### src/rtl/pdm_capture_ctrl.sv
// Stereo PDM capture sequencer: PDM clock/strobes, start-up frame discard, L/R PCM frame FIFO.
// Optional mute input when PDM_CTRL_MUTE_EN is defined (muted frames carry 32'h0).
module pdm_capture_ctrl #(
  parameter int CLK_DIV    = 20,
  parameter int DECIM      = 128,
  parameter int SETTLE     = 16,
  parameter int FIFO_DEPTH = 4
) (
  input  logic        clk,
  input  logic        rst_n,
  input  logic        enable,
  input  logic        ovf_clr,
  input  logic        pdm_din,
`ifdef PDM_CTRL_MUTE_EN
  input  logic        mute,
`endif
  output logic        pdm_clk,
  output logic        stb_left,
  output logic        stb_right,
  output logic        bit_left,
  output logic        bit_right,
  output logic        stb_pcm,
  input  logic [15:0] pcm_left,
  input  logic [15:0] pcm_right,
  output logic [31:0] m_data,
  output logic        m_valid,
  input  logic        m_ready,
  output logic        overflow,
  output logic [1:0]  state
);
  localparam int PW = $clog2(CLK_DIV);
  localparam int BW = $clog2(DECIM);
  localparam int SW = $clog2(SETTLE + 2);
  localparam int AW = $clog2(FIFO_DEPTH);
  localparam int CW = AW + 1;

  localparam logic [PW-1:0] PH_LAST     = PW'(CLK_DIV - 1);
  localparam logic [PW-1:0] PH_HALF     = PW'(CLK_DIV / 2);
  localparam logic [PW-1:0] PH_LEFT     = PW'(CLK_DIV / 2 - 3);
  localparam logic [PW-1:0] PH_RIGHT    = PW'(CLK_DIV - 2);
  localparam logic [BW-1:0] BIT_LAST    = BW'(DECIM - 1);
  localparam logic [SW-1:0] SETTLE_INIT = SW'(SETTLE);
  localparam logic [CW-1:0] FULL_CNT    = CW'(FIFO_DEPTH);

  typedef enum logic [1:0] {
    S_IDLE   = 2'b00,
    S_SETTLE = 2'b01,
    S_RUN    = 2'b10
  } state_t;

  state_t          st, st_nxt;
  logic [PW-1:0]   ph, ph_nxt;
  logic [BW-1:0]   bit_cnt, bit_nxt;
  logic [SW-1:0]   settle_cnt, settle_nxt;
  logic            cap_pend;
  logic            capture;
  logic            active_nxt;

  logic [31:0]     mem [FIFO_DEPTH];
  logic [AW-1:0]   wr_ptr, rd_ptr, wr_nxt, rd_nxt;
  logic [CW-1:0]   count, count_nxt;
  logic            pop, push, push_do, drop, full;
  logic [31:0]     push_data, head_nxt;

  // NOTE: every always_comb output gets a default first so no path can infer a latch.
  always_comb begin
    st_nxt     = st;
    ph_nxt     = '0;
    bit_nxt    = '0;
    settle_nxt = settle_cnt;
    capture    = 1'b0;
    case (st)
      S_IDLE: begin
        if (enable) begin
          st_nxt     = (SETTLE == 0) ? S_RUN : S_SETTLE;
          settle_nxt = SETTLE_INIT;
        end
      end
      default: begin
        if (!enable) begin
          st_nxt = S_IDLE;
        end else begin
          ph_nxt  = (ph == PH_LAST) ? '0 : ph + PW'(1);
          bit_nxt = bit_cnt;
          if (ph == PH_LAST) bit_nxt = (bit_cnt == BIT_LAST) ? '0 : bit_cnt + BW'(1);
          // Filter output is valid one cycle after the decimation strobe.
          if (cap_pend) begin
            capture = 1'b1;
            if (st == S_SETTLE) begin
              settle_nxt = settle_cnt - SW'(1);
              if (settle_cnt == SW'(1)) st_nxt = S_RUN;
            end
          end
        end
      end
    endcase
  end

  assign active_nxt = (st_nxt != S_IDLE);

  // NOTE: sequential state uses non-blocking assignments so all registers see pre-edge values.
  always_ff @(posedge clk or negedge rst_n) begin
    if (!rst_n) begin
      st         <= S_IDLE;
      ph         <= '0;
      bit_cnt    <= '0;
      settle_cnt <= '0;
      cap_pend   <= 1'b0;
    end else begin
      st         <= st_nxt;
      ph         <= ph_nxt;
      bit_cnt    <= bit_nxt;
      settle_cnt <= settle_nxt;
      cap_pend   <= stb_pcm && active_nxt;
    end
  end

  assign state = st;

`ifdef PDM_CTRL_MUTE_EN
  assign push_data = mute ? 32'h0 : {pcm_left, pcm_right};
`else
  assign push_data = {pcm_left, pcm_right};
`endif

  assign pop       = m_valid && m_ready;
  assign full      = (count == FULL_CNT);
  assign push      = capture && (st == S_RUN);
  assign push_do   = push && (!full || pop);
  assign drop      = push && full && !pop;
  assign wr_nxt    = wr_ptr + AW'(push_do);
  assign rd_nxt    = rd_ptr + AW'(pop);
  assign count_nxt = count + CW'(push_do) - CW'(pop);
  // The head after this edge may be the word being written right now.
  assign head_nxt  = (push_do && (wr_ptr == rd_nxt)) ? push_data : mem[rd_nxt];

  // NOTE: FIFO storage is not reset; occupancy and pointers alone define which words are valid.
  always_ff @(posedge clk) begin
    if (push_do) mem[wr_ptr] <= push_data;
  end

  always_ff @(posedge clk or negedge rst_n) begin
    if (!rst_n) begin
      wr_ptr    <= '0;
      rd_ptr    <= '0;
      count     <= '0;
      pdm_clk   <= 1'b0;
      stb_left  <= 1'b0;
      stb_right <= 1'b0;
      bit_left  <= 1'b0;
      bit_right <= 1'b0;
      stb_pcm   <= 1'b0;
      m_valid   <= 1'b0;
      m_data    <= '0;
      overflow  <= 1'b0;
    end else begin
      wr_ptr    <= wr_nxt;
      rd_ptr    <= rd_nxt;
      count     <= count_nxt;
      pdm_clk   <= active_nxt && (ph_nxt >= PH_HALF);
      stb_left  <= active_nxt && (ph_nxt == PH_LEFT);
      stb_right <= active_nxt && (ph_nxt == PH_RIGHT);
      stb_pcm   <= active_nxt && (ph_nxt == PH_LAST) && (bit_nxt == BIT_LAST);
      if (active_nxt && (ph_nxt == PH_LEFT))  bit_left  <= pdm_din;
      if (active_nxt && (ph_nxt == PH_RIGHT)) bit_right <= pdm_din;
      m_valid   <= (count_nxt != '0);
      m_data    <= (count_nxt == '0) ? '0 : head_nxt;
      overflow  <= drop || (overflow && !ovf_clr);
    end
  end

endmodule

### config.mk
export PLATFORM = sky130hd
export DESIGN_NAME = pdm_capture_ctrl
export DESIGN_NICKNAME = d
export VERILOG_FILES = /design/src/rtl/pdm_capture_ctrl.sv
export SDC_FILE = /design/constraint.sdc
export NUM_CORES = 1
export LEC_CHECK = 0
export ABC_AREA = 1
export CAP_MARGIN = 20
export CORE_MARGIN = 2
export CORE_UTILIZATION = 55
export DETAILED_ROUTE_END_ITERATION = 16
export HOLD_SLACK_MARGIN = 0.02
export PLACE_DENSITY_LB_ADDON = 0.2
export SYNTH_ARGS = -nofsm -noshare
export SYNTH_HDL_FRONTEND = slang
export SYNTH_SLANG_ARGS = --single-unit
### constraint.sdc
create_clock -name clk -period 4 [get_ports clk]
set_input_delay 0.8 -clock clk [delete_from_list [all_inputs] [get_ports clk]]
set_output_delay 0.8 -clock clk [all_outputs]
set_load 0.1 [all_outputs]
==> Word-level counts from Yosys, hierarchy flattened <==
Memory sizes are Yosys's and may differ from the RTL's.
Cells that the tools add are included.
{ "word_totals": {"mem_count": 1, "ff_bits": 67, "word_cells": 87, "ramBits": 128, "input_bits": 38, "output_inout_bits": 42} }
{ "mem_list": {"columns": ["name", "words", "word_bits", "read_ports", "rd_ports_with_merged_regs", "write_ports", "line_no", "rtl"], "rows": [
  ["mem", 4, 32, 1, 0, 1, "59", "logic [31:0] mem [FIFO_DEPTH];"]
]} }
{ "classes": {"muxes": 25, "eq_ne": 11, "reduce_logical": 25, "n_lt_le_gt_ge": 1, "add_sub_neg": 7} }
{ "op_table": {"columns": ["cell", "n"], "rows": [
  ["32-bit 2-to-1 mux", 2],
  ["5-bit 2-to-1 mux", 8],
  ["7-bit 2-to-1 mux", 4],
  ["5-bit equality test (second input constant)", 3],
  ["7-bit equality test (second input constant)", 2],
  ["1-bit logical AND", 13],
  ["2-bit 2-to-1 mux", 6],
  ["7-bit by 1-bit adder with 7-bit output (second input constant)", 1],
  ["2-bit nonzero test", 3],
  ["5-bit by 1-bit adder with 5-bit output (second input constant)", 1],
  ["5-bit by 1-bit equality test with 1-bit output (second input constant)", 1],
  ["5-bit by 3-bit equality test with 1-bit output (second input constant)", 1],
  ["5-bit by 4-bit >= comparator with 1-bit output (second input constant)", 1],
  ["1-bit 2-to-1 mux", 5],
  ["5-bit by 1-bit subtractor with 5-bit output (second input constant)", 1],
  ["2-bit by 1-bit adder with 2-bit output", 2],
  ["3-bit by 1-bit adder with 3-bit output", 1],
  ["3-bit equality test (second input constant)", 1],
  ["1-bit logical NOT", 3],
  ["3-bit logical NOT", 1],
  ["3-bit AND reduction", 1],
  ["3-bit nonzero test", 1],
  ["3-bit by 1-bit subtractor with 3-bit output", 1],
  ["2-bit by 1-bit equality test with 1-bit output (second input constant)", 1],
  ["4 further kinds", 5]
]} }

==> Longest topological paths before layout <==
{ "logic_depth": {"depth_word": 9, "depth_mapped": 16, "depth_no_buf": 15} }

==> Least setup slack after synthesis <==
OpenSTA, ideal clock, no wires.
{ "synth_path": {"kind": "register to register", "startpoint": "register st[1] (netlist: state[1])", "endpoint": "memory mem[2][0] (enable)", "required_ps": 3539, "path_buffers": 0, "path_stages_with_launch": 5, "path_slack_ps": -135, "arrival_time_ps": 3674, "setup_ps": 461, "synth_period_minus_slack_ps": 4135, "cell_sequence": "dfrtp_1 > nand2_1 > nor2_2 > nand2_4 > nor3_1"} }
{ "synth_between": {"elab_chain_len": 6, "elab_cells_between_ends": 7, "cone_classes": "eq/ne (1); mux (3); reduce/logical (3)"} }
{ "synth_lines": {"columns": ["element", "line_no", "rtl"], "rows": [
  ["from (decl)", "51", "state_t st, st_nxt;"],
  ["from (signal assigned)", "110", "st <= st_nxt;"],
  ["2-bit logical NOT", "72", "case (st)"],
  ["1-bit 2-to-1 mux", "72", null],
  ["1-bit logical AND (*)", "128", "assign push = capture && (st == S_RUN);"],
  ["1-bit logical AND (*)", "129", "assign push_do = push && (!full || pop);"],
  ["1-bit 2-to-1 mux (*)", "139", "if (push_do) mem[wr_ptr] <= push_data;"],
  ["1-bit 2-to-1 mux (implied by the code) (*)", "139", null],
  ["to (decl)", "59", null]
]} }
Every way passes the cells marked *; elsewhere a longest branch is shown, timed or not.

==> Worst setup path after layout <==
{ "layout_path": {"startpoint": "input port enable", "endpoint": "register m_data[8]"} }
{ "layout_between": {"elab_chain_len": 8, "elab_cells_between_ends": 10, "cone_classes": "add/sub (2); mux (4); reduce/logical (4)"} }
{ "layout_lines": {"columns": ["element", "line_no", "rtl"], "rows": [
  ["from (decl)", "11", "input logic enable,"],
  ["1-bit 2-to-1 mux", "80", "if (!enable) begin"],
  ["1-bit 2-to-1 mux", "72", null],
  ["1-bit logical AND", "128", null],
  ["1-bit logical AND", "129", null],
  ["3-bit by 1-bit adder with 3-bit output", "133", "assign count_nxt = count + CW'(push_do) - CW'(pop);"],
  ["3-bit by 1-bit subtractor with 3-bit output", "133", null],
  ["net count_nxt[2]", "61", "logic [CW-1:0] count, count_nxt;"],
  ["3-bit logical NOT", "167", "m_data <= (count_nxt == '0) ? '0 : head_nxt;"],
  ["32-bit 2-to-1 mux", "167", null],
  ["to (signal assigned)", "167", null],
  ["to (decl)", "25", "output logic [31:0] m_data,"]
]} }
The timed path passes the listed nets, and every way through them passes these cells.
A chain may end at the register's enable or synchronous reset.

==> impl_metrics.env <==
export IMPL_rr_worst_depth=15
export IMPL_pwr_share_seq_pct=32.6
export IMPL_grt_total_usage_pct=21.7
export IMPL_dr_pass1_iters=5
export IMPL_dp_hpwl_um=9370
export IMPL_synth_area_mm2=0.00798
export IMPL_cpMaxStageDelayCell="clkdlybuf4s50_1"
export IMPL_numClockSinks=195
export IMPL_cp_arrival_ns=3.49
export IMPL_cp_endpoint="m_data[8]"
export IMPL_pwr_share_comb_pct=44.1
export IMPL_r2r_slack_ns=1.25
export IMPL_yosysSeqAreaShare_pct=69.2
export IMPL_worstPathCellList="clkdlybuf4s50_1 > nand2_2 > nor2_2 > nand2_4 > ha_1 > inv_1 > ha_1 > fa_1 > inv_1 > xor2_1 > inv_1 > nand2_1 > buf_4 > o21ai_0 > nor2_1"
export IMPL_ys_flop_type="edfxtp_1"
export IMPL_critPathMaxFanout=20
export IMPL_antenna_found_initial=0
export IMPL_wirelength_um=16200
export IMPL_clock_root_buffer="clkbuf_16"
export IMPL_yosysWarnings=0
export IMPL_slowest_delay_ns=0.52
export IMPL_relSlewSlack_pct=30.7
export IMPL_port_buffers=79
export IMPL_power_mw=7.57
export IMPL_register_area_mm2=0.00552
export IMPL_netlist_instances=632
export IMPL_fin_setup_tns_ns=0
export IMPL_slew_viol_final=0
export IMPL_endpoint_kind="flop"
export IMPL_reg2reg_from="state[0]"
export IMPL_cts_resized=0
export IMPL_worstSetupPathType="input port to flop"
export IMPL_place_congestion=0.867
export IMPL_grt_remaining_overflow=0
export IMPL_synth_seq_cells=195
export IMPL_io_pin_count=80
export IMPL_synth_top_area_cell="edfxtp_1"
export IMPL_min_path_type="flop to flop"
export IMPL_drive_above_1_share_pct=12.8
export IMPL_grt_pass1_vias=4989
export IMPL_core_area_mm2=0.0144
export IMPL_cts_buffer_depth=2
export IMPL_die_area_mm2=0.0155
export IMPL_rsz0062_at_grt="false"
export IMPL_cts_tree="yes"
export IMPL_cts_setup_buffers=0
export IMPL_nNetsFinal=763
export IMPL_grt_pass1_wl_um=26000
export IMPL_path_clk_slew_ns=0.07
export IMPL_synth_area_top_cells="edfxtp_1 48%, dfrtp_1 21%, nor2_1 4.2%"
export IMPL_synth_edff_count=128
export IMPL_multi_input_area_mm2=0.00219
export IMPL_finClkSkew_ns=0.00916
export IMPL_rows=44
export IMPL_async_reset_ff_share_pct=34.4
export IMPL_switchingPower_mw=3.17
export IMPL_crit_start="enable"
export IMPL_setup_viol=0
export IMPL_die_y_um=124
export IMPL_power_leakage_nw=3.69
export IMPL_power_density_mw_per_mm2=789
export IMPL_syn_num_nets=679
export IMPL_cts_hold_buf=0
export IMPL_drc=0
export IMPL_required_ns=4.35
export IMPL_n_antenna_cell=0
export IMPL_synthTopCellsByCount="128 x edfxtp_1, 90 x nor2_1, 67 x dfrtp_1, 54 x nand2_1, 45 x o21ai_0"
export IMPL_post_layout_nonfiller_instances=913
export IMPL_areaGrowthSynthToFinish_pct=20.3
export IMPL_max_freq_mhz=319
export IMPL_r2r_end="m_data[8]"
export IMPL_route_vias_total=5036
export IMPL_yosysTopAreaCellShare_pct=48.2
export IMPL_routedWlPerCell_um=17.7
export IMPL_clk_latency_ns=0.43
export IMPL_vias_per_cell=5.52
export IMPL_drv_cap=0
export IMPL_outcome="complete, no violations"
export IMPL_dp_cells=881
export IMPL_period_needed_ns=3.13
export IMPL_intPower_mw=4.40
export IMPL_avgSynthCellArea_um2=12.6
export IMPL_ant_nets=0
export IMPL_numCtsBuffers=17
export IMPL_period_share_pct=78.3
export IMPL_swShare_pct=41.9
export IMPL_clkPwrFrac_pct=23.3
export IMPL_yosysUniqueCellTypes=36
export IMPL_synth_most_common_cell="edfxtp_1"
export IMPL_final_hold_violation_count=0
export IMPL_worst_setup_path_start_kind="input port"
export IMPL_cts_htree_levels=4
export IMPL_worstMarginPinSlew_ns=1.04
export IMPL_start_util_pct=55.5
export IMPL_fill_cells=1034
export IMPL_die_w_um=124
export IMPL_crit_path_frequent_cell="inv_1"
export IMPL_drtIter0Drc=467
export IMPL_grt_max_degree=68
export IMPL_irDropWorstVdd_v=0.000546
sequential cells by signal, indices dropped and copies added (netlist names), 2 cells and up:
name and cells:
mem 128, m_data 32, bit_cnt 7, ph 5
settle_cnt 5, count 3, rd_ptr 2, state 2
wr_ptr 2
routing by layer:
layer | vias up | GRT usage (%) | share of wire (%)
li1 | 2384 | - | -
met2 | 141 | 36.6 | 51
met5 | - | 0 | 0
met1 | 2499 | 28.2 | 43
met3 | 12 | 4.94 | 4.9
met4 | 0 | 6.54 | 1.1
worst min-delay path by stage:
| stage | endpoint | slack [ns] | start | cells past startpoint |
|---|---|---|---|---|
| detailed placement | settle_cnt[4] | 0.47 | settle_cnt[4] | 2 |
| CTS | settle_cnt[4] | 0.48 | settle_cnt[4] | 2 |
| finish | settle_cnt[4] | 0.48 | settle_cnt[4] | 2 |
| floorplan | settle_cnt[4] | 0.45 | settle_cnt[4] | 2 |
| global placement | bit_right | 0.46 | bit_right | 2 |
| global route | bit_right | 0.50 | bit_right | 2 |
logic make-up (layout without fill, tap and decap cells):
kind of cell | after synthesis | in the layout | share of synthesized area (%)
AND/OR/NAND/NOR | 212 | 212 | 12.3
multiplexers | 32 | 32 | 4.02
AO/OA/AOI/OAI | 109 | 109 | 8.01
buffers and inverters | 66 | 163 | 3.97
adder cells (fa/ha/maj) | 9 | 9 | 1.51
flip-flops | 195 | 195 | 69.2
XOR/XNOR | 9 | 9 | 0.988
placed cells by master (no fill, tap or decap), types with 4 or more instances in the layout:
cell type and count:
inv_1 36, o21ai_0 45, nand2_1 54, a21oi_1 4, clkdlybuf4s50_1 78, mux2i_1 32, or2_2 32, ha_1 7
dfrtp_1 67, edfxtp_1 128, xor2_1 6, nand4_1 8, buf_4 15, o211ai_1 32, o21ai_1 23, nor3_2 4
nand3_1 11, clkbuf_16 17, nor2_1 90, bufinv_16 4
worst max-delay path, delay by kind of cell:
kind,cells,cell delay [ns]
compound gates,1,0.14
simple gates,5,0.58
fa+ha+maj,3,0.83
buf+inv,5,0.95
xor+xnor,1,0.18
power groups by stage:
stage | Clock (mW) | Sequential [mW] | Combinational, mW
6_report | 1.77 | 2.47 | 3.34
5_1_grt | 1.88 | 2.48 | 3.60
4_1_cts | 1.79 | 2.47 | 3.36
3_5_place_dp | 0 | 2.51 | 3.34
3_3_place_gp | 0 | 2.50 | 3.27
2_1_floorplan | 0 | 3.68 | 1.40
area by class of cell:
cell class | instances | share of cell area, %
flip-flops and latches | 195 | 57.5
multi-input cells | 371 | 22.8
repair buffers | 93 | 9.31
clock buffers | 19 | 4.51
well taps | 184 | 2.40
clock inverters | 13 | 1.90
inverters | 38 | 1.49
stage by stage:
step	setup slack (ns)	cell area, µm²	utilization (%)	hold WS [ns]
2_1_floorplan	-0.135	7980	-	0.452
3_3_place_gp	0.529	8980	62.5	0.462
3_5_place_dp	0.438	8980	62.5	0.469
4_1_cts	0.873	9590	66.8	0.484
5_1_grt	0.705	9590	66.8	0.502
6_report	0.866	9590	66.8	0.484
Power figures use the tool's default switching activity.
